--- config.mk ---
export PLATFORM = sky130hd
export DESIGN_NAME = booth_seq_divider
export DESIGN_NICKNAME = d
export VERILOG_FILES = /design/src/rtl/booth_seq_divider.sv
export SDC_FILE = /design/constraint.sdc
export NUM_CORES = 1
export LEC_CHECK = 0
export BUFFER_PORTS_ARGS = -buffer_cell sky130_fd_sc_hd__buf_2
export CAP_MARGIN = 40
export CORE_ASPECT_RATIO = 0.8
export CORE_MARGIN = 2
export CORE_UTILIZATION = 53
export CTS_BUF_LIST = sky130_fd_sc_hd__clkbuf_4 sky130_fd_sc_hd__clkbuf_8 sky130_fd_sc_hd__clkbuf_16
export CTS_CLUSTER_DIAMETER = 200
export DETAILED_ROUTE_END_ITERATION = 7
export PLACE_DENSITY_LB_ADDON = 0.08
export REMOVE_ABC_BUFFERS = 1
export SYNTH_ARGS = -nofsm -noshare
export SYNTH_HDL_FRONTEND = slang
export SYNTH_SLANG_ARGS = --single-unit
--- constraint.sdc ---
create_clock -name clk -period 2 [get_ports clk]
set_input_delay 0.2 -clock clk [delete_from_list [all_inputs] [get_ports clk]]
set_output_delay 0.2 -clock clk [all_outputs]
set_load 0.005 [all_outputs]
--- src/rtl/booth_seq_divider.sv ---
// Sequential signed divider (restoring, magnitudes, sign fix-up); `ifdef DIV_ERR_EN adds div_zero/overflow outputs.
// Latency WIDTH_N+2 cycles (2 on divide-by-zero); result held until out_ready, in_ready low while busy.
module booth_seq_divider #(
  parameter int WIDTH_N = 16,
  parameter int WIDTH_D = 8
) (
  input  logic               clk,
  input  logic               rst_n,
  input  logic               in_valid,
  output logic               in_ready,
  input  logic [WIDTH_N-1:0] dividend,
  input  logic [WIDTH_D-1:0] divisor,
  output logic               out_valid,
  input  logic               out_ready,
  output logic [WIDTH_N-1:0] quotient,
  output logic [WIDTH_D-1:0] remainder
`ifdef DIV_ERR_EN
  ,
  output logic               div_zero,
  output logic               overflow
`endif
);

  localparam int CW = $clog2(WIDTH_N);

  typedef enum logic [1:0] {IDLE, CALC, FIX, DONE} state_t;

  state_t             state_q;
  logic [WIDTH_N-1:0] dvd_q;
  logic [WIDTH_D-1:0] dsr_q;
  logic [WIDTH_D:0]   prem_q;
  logic [CW-1:0]      cnt_q;
  logic               neg_quo_q;
  logic               neg_rem_q;
  logic               dz_q;
  logic [WIDTH_N-1:0] quo_q;
  logic [WIDTH_D-1:0] rem_q;
  logic               in_rdy_q;
  logic               out_vld_q;
`ifdef DIV_ERR_EN
  logic               dz_flag_q;
  logic               ovf_q;
`endif

  logic [WIDTH_N-1:0] dvd_abs;
  logic [WIDTH_D-1:0] dsr_abs;
  logic [WIDTH_D+1:0] prem_sh;
  logic [WIDTH_D+1:0] trial;
  logic [WIDTH_D:0]   prem_d;
  logic [WIDTH_N-1:0] dvd_d;
  logic [WIDTH_N-1:0] quo_fix;
  logic [WIDTH_D-1:0] rem_fix;

  assign dvd_abs = dividend[WIDTH_N-1] ? -dividend : dividend;
  assign dsr_abs = divisor[WIDTH_D-1] ? -divisor : divisor;

  // One restoring step: the dividend MSB enters the partial remainder, the quotient bit enters the dividend LSB.
  assign prem_sh = {prem_q, dvd_q[WIDTH_N-1]};
  assign trial   = prem_sh - {2'b00, dsr_q};
  assign prem_d  = trial[WIDTH_D+1] ? prem_sh[WIDTH_D:0] : trial[WIDTH_D:0];
  assign dvd_d   = {dvd_q[WIDTH_N-2:0], ~trial[WIDTH_D+1]};

  assign quo_fix = dz_q ? {WIDTH_N{1'b1}} : (neg_quo_q ? -dvd_q : dvd_q);
  assign rem_fix = dz_q ? '0 : (neg_rem_q ? -prem_q[WIDTH_D-1:0] : prem_q[WIDTH_D-1:0]);

  always_ff @(posedge clk or negedge rst_n) begin
    if (!rst_n) begin
      state_q   <= IDLE;
      dvd_q     <= '0;
      dsr_q     <= '0;
      prem_q    <= '0;
      cnt_q     <= '0;
      neg_quo_q <= 1'b0;
      neg_rem_q <= 1'b0;
      dz_q      <= 1'b0;
      quo_q     <= '0;
      rem_q     <= '0;
      in_rdy_q  <= 1'b1;
      out_vld_q <= 1'b0;
`ifdef DIV_ERR_EN
      dz_flag_q <= 1'b0;
      ovf_q     <= 1'b0;
`endif
    end else begin
      unique case (state_q)
        IDLE: begin
          if (in_valid) begin
            dvd_q     <= dvd_abs;
            dsr_q     <= dsr_abs;
            prem_q    <= '0;
            cnt_q     <= '0;
            neg_quo_q <= dividend[WIDTH_N-1] ^ divisor[WIDTH_D-1];
            neg_rem_q <= dividend[WIDTH_N-1];
            dz_q      <= (divisor == '0);
            in_rdy_q  <= 1'b0;
`ifdef DIV_ERR_EN
            dz_flag_q <= 1'b0;
            ovf_q     <= 1'b0;
`endif
            state_q   <= (divisor == '0) ? FIX : CALC;
          end
        end
        CALC: begin
          dvd_q  <= dvd_d;
          prem_q <= prem_d;
          cnt_q  <= cnt_q + 1'b1;
          if (cnt_q == CW'(WIDTH_N-1)) begin
            cnt_q   <= '0;
            state_q <= FIX;
          end
        end
        FIX: begin
          quo_q     <= quo_fix;
          rem_q     <= rem_fix;
          out_vld_q <= 1'b1;
`ifdef DIV_ERR_EN
          dz_flag_q <= dz_q;
          // A positive quotient with its MSB set only arises from the most-negative dividend over -1.
          ovf_q     <= ~dz_q & ~neg_quo_q & dvd_q[WIDTH_N-1];
`endif
          state_q   <= DONE;
        end
        DONE: begin
          if (out_ready) begin
            out_vld_q <= 1'b0;
            in_rdy_q  <= 1'b1;
            state_q   <= IDLE;
          end
        end
        default: state_q <= IDLE;
      endcase
    end
  end

  assign in_ready  = in_rdy_q;
  assign out_valid = out_vld_q;
  assign quotient  = quo_q;
  assign remainder = rem_q;
`ifdef DIV_ERR_EN
  assign div_zero  = dz_flag_q;
  assign overflow  = ovf_q;
`endif

endmodule

==> flow_summary.json <==
{
  "crit_chain": "ha_4, buf_6, a211oi_2, o211ai_1, a21oi_2, buf_4, xnor2_4, o311ai_0",
  "nNetsFinal": 609,
  "cp_max_fo": 6,
  "viasPerCell": 5.48,
  "grt_pass1_wl_microns": 17600,
  "skew_ns": 0.0134,
  "required_ns": 2.23,
  "rr_endpoint": "prem_q[2]$_DFFE_PN0P_",
  "slew_headroom_pct": 66.8,
  "clock-sinks": 68,
  "end_kind": "register",
  "drt-initial-drc-count": 174,
  "max_freq_mhz": 487,
  "setup_ws_ns": -0.0551,
  "cts_tree": "done",
  "synth.most_common_cell": "dfrtp_1",
  "finalSetupViolCount": 8,
  "finalCritPeriodShare_pct": 103,
  "numCtsBuffers": 9,
  "wl_met3_microns": 571,
  "dp_cells": 652,
  "clockBufferDepth": 2,
  "r2r-start": "prem_q[6]$_DFFE_PN0P_",
  "critPathLaunchType": "register",
  "drt-met1-wl_microns": 5060,
  "tns_ns": -0.239,
  "r2r_setup_slack_ns": -0.06,
  "crit_arrival_ns": 2.28,
  "synth_edf_count": 0,
  "rows": 29,
  "period_minus_slack_ns": 2.06,
  "netlist_area_sq_um": 4220,
  "post-place-ws_ns": -0.274,
  "async_flop_share_pct": 100,
  "drive_above_1_share_pct": 26.1,
  "startpoint": "prem_q[6]$_DFFE_PN0P_",
  "start_util_pct": 53.8,
  "worst_slew_pin_slew_ns": 0.497,
  "clk_pin_slew_ns": 0.08,
  "antenna_left": 0,
  "seq_area_frac_synth_pct": 40.4,
  "p_leak_nw": 2.41,
  "synth_top_area_share_pct": 39.8,
  "finalHoldViolations": 0,
  "final_area_sq_um": 5330,
  "place_area_sq_um": 4870,
  "path_class": "register to register",
  "regArea_sq_um": 1700,
  "clock_latency_ns": 0.36,
  "synth_area_per_cell_sq_um": 8.92,
  "status": "complete, but fails checks",
  "wl_met2_microns": 4820,
  "synth-seq-cells": 68,
  "synth_area_leaders": "dfrtp_1 (40%), xor2_1 (5.6%), o21ai_0 (5.1%), ha_1 (5.0%), mux2i_1 (4.7%)",
  "dieArea_sq_um": 8690,
  "area_growth_pct": 26.4,
  "finalMaxSlewViolations": 0,
  "die_h_microns": 83.8,
  "holdCritPathClass": "input pin to register",
  "dp_hpwl_microns": 7430,
  "core-area_sq_um": 7840,
  "top_layer": "met4",
  "rsz0062_at_grt": "yes",
  "dr.pass1.iters": 4,
  "die-width_microns": 104,
  "maxCapViolCount": 0,
  "cp-endpoint": "prem_q[2]$_DFFE_PN0P_",
  "synth_cells": 473,
  "ff2ff_path_depth": 8,
  "violations": "negative setup slack",
  "root_buffer": "clkbuf_8",
  "grt_pass1_vias": 3658,
  "yosys-top-cells-count": "dfrtp_1 (67), nand2_1 (49), o21ai_0 (43)",
  "multiInputGateArea_sq_um": 2430,
  "route.detailed.drc": 0,
  "cpMaxStageDelayCell": "dfrtp_1",
  "grt-ovfl-total": 0,
  "ys_warn_count": 0,
  "antenna_found_initial": 0,
  "yosysTopAreaCell": "dfrtp_1",
  "drt-total-wl_microns": 10600,
  "fill_cells": 662,
  "avgRoutedWirePerCell_microns": 15.7,
  "irDropWorstVdd_mv": 1.45,
  "gp_congestion": 0.912,
  "vias": 3702,
  "grt_max_degree": 69,
  "track_usage_pct": 25.5,
  "ys.flop_type": "dfrtp_1",
  "num_io_pins": 54,
  "cts-htree-levels": 3,
  "p_per_area_nw_per_um2": 1790,
  "fin_cells": 676,
  "ys_types": 49,
  "antenna_cells": 0,
  "port-buffer-count": 53,
  "slowest_delay_ns": 0.42
}
cells in the final DEF (no fill, tap or decap), types with 9 or more instances in the layout:
master | synthesis | routed
ha_1 | 17 | 14
buf_2 | 0 | 53
dfrtp_1 | 67 | 67
inv_1 | 31 | 30
o31ai_1 | 13 | 12
nand2_1 | 49 | 49
buf_4 | 1 | 43
nand2b_1 | 9 | 9
xor2_1 | 27 | 27
mux2i_1 | 20 | 17
nand3_1 | 13 | 12
o22ai_1 | 12 | 12
a21oi_1 | 36 | 32
clkbuf_8 | 0 | 11
xnor2_1 | 16 | 16
o21ai_0 | 43 | 40
nor2_1 | 33 | 33
report_power, final:
part           total [mW]  internal [mW]  switching (mW)
clock                1.46          0.909           0.553
sequential           2.53           2.00           0.530
combinational        5.55           2.69            2.87
layout make-up:
type,instances,share of cell area [%]
Timing Repair Buffer,102,12.9
Sequential cell,68,31.9
Inverter,31,2.18
Tap cell,108,2.53
Multi-Input combinational cell,351,45.6
Clock buffer,12,2.98
Clock inverter,4,1.78
metal layers:
metal / vias to the layer above / track usage, %
met5: - / 0
met4: 0 / 6.39
met3: 16 / 6.09
li1: 1835 / -
met2: 103 / 39.7
met1: 1748 / 36.2
flip-flops by register name, indices dropped and copies added, names as in the netlist, 2 cells and up:
signal     flops
state_q        2
remainder      8
dsr_q          8
dvd_q         16
quotient      16
prem_q         9
cnt_q          4
kinds of logic after synthesis:
group / Yosys count / synth area share (%)
XOR/XNOR: 44 / 9.31
multiplexers: 23 / 5.55
flip-flops: 68 / 40.4
buffers and inverters: 55 / 5.16
adder cells (fa/ha/maj): 18 / 5.52
AND/OR/NAND/NOR: 130 / 14.5
AO/OA/AOI/OAI: 135 / 19.6
critical path: cells and delay by family (launching register included):
family / cells / cell delay, ns
compound gates: 4 / 0.85
flops: 1 / 0.42
xor+xnor: 1 / 0.10
buf+inv: 2 / 0.31
fa+ha+maj: 1 / 0.25
per-stage QoR:
step                      hold WS [ns]  utilization [%]  power [mW]
after global placement           0.252             62.2        7.24
after CTS                        0.125             66.6        9.10
after global routing             0.143             68.0        10.3
final                            0.132             68.0        9.55
after detailed placement         0.253             62.2        7.37
after floorplan                -0.0956                -        5.56
worst min-delay path by stage:
stage / start / endpoint / slack, ns / cells past startpoint
after floorplan: rst_n / cnt_q[0]$_DFFE_PN0P_ / -0.1 / 0
after global placement: rst_n / quotient[4]$_DFFE_PN0P_ / 0.25 / 2
after detailed placement: rst_n / quotient[4]$_DFFE_PN0P_ / 0.25 / 2
after CTS: out_ready / out_valid$_DFFE_PN0P_ / 0.12 / 3
after global routing: out_ready / in_ready$_DFFE_PN1P_ / 0.14 / 3
final: out_ready / in_ready$_DFFE_PN1P_ / 0.13 / 3
repair_timing:
action                                  4_1_cts  5_1_grt
resized for setup                             7       18
gates cloned                                  1        0
hold buffers                                  1        0
buffers inserted                              4        2
pin swaps                                    10        7
hold endpoints to repair                     67        0
endpoints found under the setup margin       10       12
(Power assumes the default switching activity.)
